==> src/rtl/dct_pkg.sv <==
// Shared types and constants for the 8x8 IDCT transpose buffer.
// Index widths and a wrap-around counter helper.
package dct_pkg;

  localparam int DCT_N = 8;
  localparam int IDX_W = 3;
  localparam int DEF_W = 16;
  localparam int NBANK = 2;

  typedef logic [IDX_W-1:0] idx_t;
  typedef logic signed [DCT_N-1:0][DEF_W-1:0] row_t;

  localparam idx_t IDX_LAST = idx_t'(DCT_N - 1);

  function automatic idx_t idx_inc(input idx_t v);
    return idx_t'(v + idx_t'(1));
  endfunction

endpackage

==> src/rtl/dct_tr_bank.sv <==
// One 8x8 storage bank: row-wide write port, column-wide read mux.
// Contents are deliberately not reset; validity is tracked by the caller.
module dct_tr_bank
  import dct_pkg::*;
#(
  parameter int W = DEF_W
) (
  input  logic                        clk,
  input  logic                        i_we,
  input  idx_t                        i_row,
  input  logic [DCT_N-1:0][W-1:0]     i_row_data,
  input  idx_t                        i_col,
  output logic [DCT_N-1:0][W-1:0]     o_col_data
);

  logic [DCT_N-1:0][W-1:0] r_mem [DCT_N];

  always_ff @(posedge clk) begin
    if (i_we) begin
      r_mem[i_row] <= i_row_data;
    end
  end

  always_comb begin
    o_col_data = '0;
    for (int i = 0; i < DCT_N; i++) begin
      o_col_data[i] = r_mem[i][i_col];
    end
  end

endmodule

==> src/rtl/dct_transpose_buf.sv <==
// Ping-pong 8x8 transpose buffer between IDCT row and column passes.
// One bank fills row-wise while the other drains column-wise.
module dct_transpose_buf
  import dct_pkg::*;
#(
  parameter int W = DEF_W
) (
  input  logic                           clk,
  input  logic                           rst,
  input  logic                           in_valid,
  output logic                           in_ready,
  input  logic signed [DCT_N-1:0][W-1:0] in_data,
  output logic                           out_valid,
  input  logic                           out_ready,
  output logic signed [DCT_N-1:0][W-1:0] out_data,
  output logic                           out_last
);

  logic [NBANK-1:0] r_full;
  logic [NBANK-1:0] w_full_nxt;
  logic             r_wr_sel;
  logic             r_rd_sel;
  idx_t             r_row_cnt;
  idx_t             r_col_cnt;

  logic             w_in_fire;
  logic             w_out_fire;
  logic             w_row_done;
  logic             w_col_done;
  logic [NBANK-1:0] w_we;

  logic [DCT_N-1:0][W-1:0] w_col [NBANK];

  assign in_ready   = ~r_full[r_wr_sel];
  assign out_valid  = r_full[r_rd_sel];
  assign w_in_fire  = in_valid & in_ready;
  assign w_out_fire = out_valid & out_ready;
  assign w_row_done = w_in_fire & (r_row_cnt == IDX_LAST);
  assign w_col_done = w_out_fire & (r_col_cnt == IDX_LAST);

  assign w_we[0] = w_in_fire & ~r_wr_sel;
  assign w_we[1] = w_in_fire &  r_wr_sel;

  for (genvar b = 0; b < NBANK; b++) begin : g_bank
    dct_tr_bank #(
      .W(W)
    ) u_bank (
      .clk        (clk),
      .i_we       (w_we[b]),
      .i_row      (r_row_cnt),
      .i_row_data (in_data),
      .i_col      (r_col_cnt),
      .o_col_data (w_col[b])
    );
  end

  // Fill and drain always target different banks, so set/clear never collide.
  always_comb begin
    w_full_nxt = r_full;
    if (w_row_done) begin
      w_full_nxt[r_wr_sel] = 1'b1;
    end
    if (w_col_done) begin
      w_full_nxt[r_rd_sel] = 1'b0;
    end
  end

  always_ff @(posedge clk) begin
    if (rst) begin
      r_full    <= '0;
      r_wr_sel  <= 1'b0;
      r_rd_sel  <= 1'b0;
      r_row_cnt <= '0;
      r_col_cnt <= '0;
    end else begin
      r_full <= w_full_nxt;
      if (w_in_fire) begin
        r_row_cnt <= idx_inc(r_row_cnt);
      end
      if (w_row_done) begin
        r_wr_sel <= ~r_wr_sel;
      end
      if (w_out_fire) begin
        r_col_cnt <= idx_inc(r_col_cnt);
      end
      if (w_col_done) begin
        r_rd_sel <= ~r_rd_sel;
      end
    end
  end

  always_comb begin
    out_data = '0;
    if (out_valid) begin
      out_data = r_rd_sel ? w_col[1] : w_col[0];
    end
  end

  assign out_last = out_valid & (r_col_cnt == IDX_LAST);

endmodule
==> config.mk <==
export PLATFORM = sky130hd
export DESIGN_NAME = dct_transpose_buf
export DESIGN_NICKNAME = d
export VERILOG_FILES = /design/src/rtl/dct_pkg.sv /design/src/rtl/dct_tr_bank.sv /design/src/rtl/dct_transpose_buf.sv
export SDC_FILE = /design/constraint.sdc
export NUM_CORES = 2
export LEC_CHECK = 0
export CAP_MARGIN = 10
export CELL_PAD_IN_SITES_DETAIL_PLACEMENT = 0
export CELL_PAD_IN_SITES_GLOBAL_PLACEMENT = 2
export CORE_ASPECT_RATIO = 0.6
export CORE_UTILIZATION = 50
export DETAILED_ROUTE_END_ITERATION = 12
export GPL_ROUTABILITY_DRIVEN = 0
export PLACE_DENSITY_LB_ADDON = 0.15
export SYNTH_ARGS = -nofsm -noshare
export SYNTH_HDL_FRONTEND = slang
export SYNTH_HIERARCHICAL = 1
export SYNTH_SLANG_ARGS = --single-unit
export TNS_END_PERCENT = 5
==> constraint.sdc <==
create_clock -name clk -period 29.2 [get_ports clk]
set_input_delay 8.76 -clock clk [delete_from_list [all_inputs] [get_ports clk]]
set_output_delay 8.76 -clock clk [all_outputs]
set_load 0.03 [all_outputs]
# Word-level counts from Yosys, hierarchy flattened
# Memories as Yosys holds them, arrays and structs flattened.
# Index checks and enable logic that the tools add are counted.
# W data, S select, Z words.
totals:
  register_bits: 10
  ramBits: 2048
  word_cells: 79
  n_memories: 2
mem_list:
  columns: ["name", "depth", "width", "rd", "rd_ports_with_merged_regs", "write_ports", "line_no", "source"]
  rows:
  - ["g_bank[0].u_bank.r_mem", 8, 128, 8, 0, 1, "dct_tr_bank.sv:16", "logic [DCT_N-1:0][W-1:0] r_mem [DCT_N];"]
  - ["g_bank[1].u_bank.r_mem", 8, 128, 8, 0, 1, "dct_tr_bank.sv:16", null]
op_classes:
  n_addsub: 2
  magnitude_cmp: 5
  eq_ne: 2
  n_mux: 48
  n_bitwise: 13
  n_reduce_logical: 2
ops:
  columns: ["operator", "n"]
  rows:
  - ["$bmux W16 S3", 16]
  - ["$mux W128", 2]
  - ["$mux W16", 16]
  - ["$mux W1", 10]
  - ["$and A1 B1 Y1", 7]
  - ["$add A3 B1 Y3 const B", 2]
  - ["$eq A3 B3 Y1 const B", 2]
  - ["$lt A1 B2 Y1 const B", 2]
  - ["$lt A3 B4 Y1 const B", 1]
  - ["$mux W2", 2]
  - ["$not A1 Y1", 3]
  - ["$and A2 B2 Y2", 1]
  - ["$demux W1 S1", 2]
  - ["$ge A1 B1 Y1 const B", 2]
  - ["$logic_and A1 B1 Y1", 2]
  - ["$not A2 Y2", 1]
  - ["$or A2 B2 Y2", 1]

# Logic depth before layout (Yosys ltp)
depth:
  ltp_word: 8
  mapped_depth: 7

# By module
# Netlist, hierarchy kept.
modules_own_cells:
  columns: ["module", "instances", "cells_per_inst", "area_per_inst_um2", "seq_area_each_um2"]
  rows:
  - ["dct_tr_bank", 2, 1492, 38992.4, 30749.5]
  - ["dct_transpose_buf", 1, 341, 2417.3, 200.2]

# Worst setup path before layout
# No wires, ideal clock.
synth_timing:
  path_kind: "input to register"
  from: "input in_valid"
  to: "memory g_bank[0].u_bank/r_mem[0][0] (netlist name), enable pin"
  setup_ns: 0.772
  arrival_ns: 17.757
  required_time_ns: 28.428
  slack_ns: 10.671
  path_stages: 3
  path_buffers: 0
  cell_sequence: "nor3b_1 > nand2b_1 > nor3_1"
synth_via:
  elab_chain_cells: 4
synth_rtl:
  columns: ["element", "line_no", "source"]
  rows:
  - ["start: declaration", "dct_transpose_buf.sv:10", "input logic in_valid,"]
  - ["$and A1 B1 Y1", "dct_transpose_buf.sv:36", "assign w_in_fire = in_valid & in_ready;"]
  - ["$and A1 B1 Y1", "dct_transpose_buf.sv:41", "assign w_we[0] = w_in_fire & ~r_wr_sel;"]
  - ["$mux W1", "dct_tr_bank.sv:19", "if (i_we) begin"]
  - ["$mux W1 (implied by the code)", "dct_tr_bank.sv:20", "r_mem[i_row] <= i_row_data;"]
  - ["end: declaration", "dct_tr_bank.sv:16", null]
# No other way between the ends.

==> impl_results.md <==
* Count of pins over their slew limit at 0
* Final Worst Setup Slack at 13.22 ns
* 1st-iter DRT viols at around 3100
* Vias per inst at 6.00
* DIE AREA at between 150000 and 200000 um2
* CP dominant cell by count: buf_4
* Psw at around 1.1 mW
* Critical path, cell by cell: buf_4 > buf_12 > buf_4 > buf_4 > mux4_1 > mux2_2 > mux2i_1 > nor2_1 > clkdlybuf4s50_1
* Worst setup path category: register to primary output
* Clk_lat worst skew at around 0.79 ns
* Startpoint Class: register
* Register-to-register setup slack at 25.27 ns
* Global route overflow at 0
* Hold Vio Cnt, Final at 0
* Largest net degree at the start of global routing at 155
* Peak supply drop at 62.5 uV
* HPWL after DPL at just under 100000 um
* Fin util at 0.570
* DR WL/cell at slightly above 30 um
* Worst Tran Pin Value at 1.21 ns
* Fin area at about 91000 um2
* Hold Crit Class: register to register
* Synth Warn # at 6
* Layout cell share with drive strength beyond 1 at 0.251
* Max cap viols at 0
* Die height at 313 um
* Leakage at 27.2 nW
* Clock tree sinks at slightly above 2000
* Crit-path leading delay family: buffers and inverters
* Post-Synth XOR/XNOR Area at 0
* Yosys reg bits at 2058
* Required time of the critical path at 20.44 ns
* FP Rows at between 100 and 150
* Post-synthesis compound-gate area fraction at 0.000949
* Cell internal pwr at ~4.7 mW
* Sequential fraction of the synthesis area at 0.767
* First-pass GRT wire length at ~260000 um
* CTS Hold Bufs at 0
* Placed inst area at about 85000 um2
* Sequential power share at 0.567
* Finish-stage setup viols at 0
* Synth Flop Type: edfxtp_1
* Crit path largest cell delay at between 0.9 and 1 ns
* Clock root buffer: clkbuf_16
* Rel. slew slack at 0.194
* Synth Area in Simple Gates at 0.00907
* Pre-CTS setup slack at approximately 14 ns
* Synth-to-layout area growth at 12.7%
* Total global-route track usage at 0.223
* Switch share at 0.195
* Vias in the first global route at about 37000
* Initial antenna violation count at 16
* Syn Inst Count at roughly 3300
* Status: complete, no violations
* Fmax at ~0.063 GHz
* Fin nets at around 3800
* # port buffers at roughly 260
* Yosys cell types at 36
* CP bufs+invs at 5
* Vias at around 36000
* Combinational fraction of design power at 0.020
* Post-DRT Antenna Nets at 0
* PD cells at about 64 nW/um2
* Mux share of post-synthesis cell area at 0.202
* I/O pin total at ~260
* CP Max Fanout at 97
* Synth Area in Adders at 0.000622
* Post-CTS Setup Bufs at 0
* Cts bufs inserted at 184
* Clock network fraction of total power at 0.413
* First drt pass iteration count at 5
* Worst setup EP type: primary output
* Core area at 159000 um2
* Crit path arrival time at 7.22 ns
* Die Wd at 520 um
* CTS tree: yes
* Async SR Flop Fraction at 0
* Mapped Area at approximately 80000 um2
* Clock buffer depth at 3
* Largest family of logic cells by synthesized area: multiplexers
* Syn nets at 3461
* Worst path slowest cell: buf_4
* PostCTS Resize Cnt at 0
* Post-route clock period utilization at 0.547
* Unrepaired setup endpoints after global routing: no
* DRT Wirelength at approximately 180000 um
* Final Skew at around 0.016 ns
* H-Tree Depth at 4
* Final setup TNS at 0 ns
* Clk pin slew, worst setup/hold paths at ~0.070 ns
* Hold slack at roughly 0.57 ns
* Period minus WS final at 15.98 ns
* Residual DRC at 0
* Syn avg cell area at about 24 um2
* Number of synthesized flops with an enable pin at around 2000
* Initial Util at 0.506
==> power by group through the flow <==
stage / clock network, mW / logic [mW] / registers (mW)
floorplan: 0 / 0.0249 / 3.36
global placement: 0 / 0.118 / 3.35
detailed placement: 0 / 0.121 / 3.35
CTS: 2.44 / 0.121 / 3.29
global route: 2.56 / 0.126 / 3.29
finish: 2.40 / 0.118 / 3.29
==> cells in the final DEF (no fill, tap or decap), types with 2 or more instances in the layout <==
| master | n |
|---|---|
| edfxtp_1 | 2048 |
| mux4_2 | 368 |
| clkdlybuf4s50_1 | 262 |
| mux2_2 | 256 |
| clkbuf_16 | 187 |
| mux4_1 | 144 |
| nor2_1 | 132 |
| mux2i_1 | 130 |
| buf_4 | 50 |
| clkbuf_1 | 41 |
| clkinv_1 | 37 |
| clkinv_2 | 35 |
| bufinv_16 | 22 |
| nor2_4 | 12 |
| nand2b_1 | 11 |
| diode_2 | 10 |
| dfxtp_1 | 6 |
| nand2_1 | 5 |
| clkinvlp_4 | 5 |
| buf_12 | 5 |
| o21ai_0 | 4 |
| a21oi_1 | 4 |
| ha_1 | 4 |
| nor3_2 | 4 |
| dfxtp_4 | 4 |
| inv_1 | 3 |
| inv_6 | 3 |
| or3_1 | 2 |
| nand3_1 | 2 |
| nand4b_1 | 2 |
| o21ai_1 | 2 |
==> state kept, by name, summed over array words and instances, names as in the netlist <==
register             count
r_full                   2
r_col_cnt                3
r_wr_sel                 1
r_rd_sel                 1
g_bank.u_bank/r_mem   2048
r_row_cnt                3
==> cell usage after synthesis, types with 3 or more instances <==
cell type / number / share of area
ha_1: 4 / 0.00062
o21ai_0: 4 / 0.00025
buf_2: 31 / 0.0019
clkbuf_1: 29 / 0.0014
edfxtp_1: 2048 / 0.76
a21oi_1: 4 / 0.00025
buf_12: 4 / 0.0010
nand2_1: 5 / 0.00023
nor2_1: 144 / 0.0067
mux2i_1: 130 / 0.016
clkbuf_8: 26 / 0.0045
buf_6: 14 / 0.0020
mux2_2: 256 / 0.036
dfxtp_1: 10 / 0.0025
inv_1: 3 / 0.00014
mux4_1: 144 / 0.047
mux4_2: 368 / 0.10
buf_1: 26 / 0.0012
nand2b_1: 11 / 0.00086
buf_8: 38 / 0.0071
nor3_1: 5 / 0.00031
==> per-layer routing <==
layer / global-route usage / wire [um] / vias up
li1: - / - / 14900
met5: 0 / 77 / -
met1: 0.337 / 81300 / 19300
met3: 0.0402 / 11100 / 206
met4: 0.0529 / 2960 / 12
met2: 0.342 / 83600 / 1166
==> kinds of logic after synthesis <==
logic type	Yosys count
DFF	2058
muxes	899
and+or+nand+nor	176
buffers and inverters	175
AOI/OAI and AO/OA	13
adders and majority gates	4
==> area by class of cell <==
type                            count  area [um2]
Inverter                            3        11.3
Multi-Input combinational cell   1092       17200
Antenna cell                       10        25.0
Clock buffer                      228        4830
Tap cell                         2127        2660
Sequential cell                  2058       61700
Fill cell                       11500       68300
Timing Repair Buffer              317        3100
Clock inverter                    102        1040
==> tightest hold or removal path: stages, from the launching register on <==
cell,delay [ns]
dfxtp_1,0.37
o21ai_0,0.10
a21oi_1,0.06
==> final timing paths <==
| path | endpoint | from | cells after the start |
|---|---|---|---|
| worst max-delay path | out_data[30] | r_col_cnt[0]$_SDFFE_PP0P_ | 9 |
| worst max register to register | g_bank[0].u_bank/r_mem[4][68]$_DFFE_PP_ | r_wr_sel$_SDFFE_PP0N_ | 5 |
| worst min-delay path | r_wr_sel$_SDFFE_PP0N_ | r_wr_sel$_SDFFE_PP0N_ | 2 |
| worst min register to register | r_wr_sel$_SDFFE_PP0N_ | r_wr_sel$_SDFFE_PP0N_ | 2 |
==> per-stage QoR <==
step | power (mW) | instances
3_5_place_dp | 3.47 | 5597
5_1_grt | 5.98 | 5931
6_report | 5.80 | 5937
4_1_cts | 5.85 | 5927
3_3_place_gp | 3.47 | 5597
2_1_floorplan | 3.38 | 3325
Power figures use the tool's default switching activity.
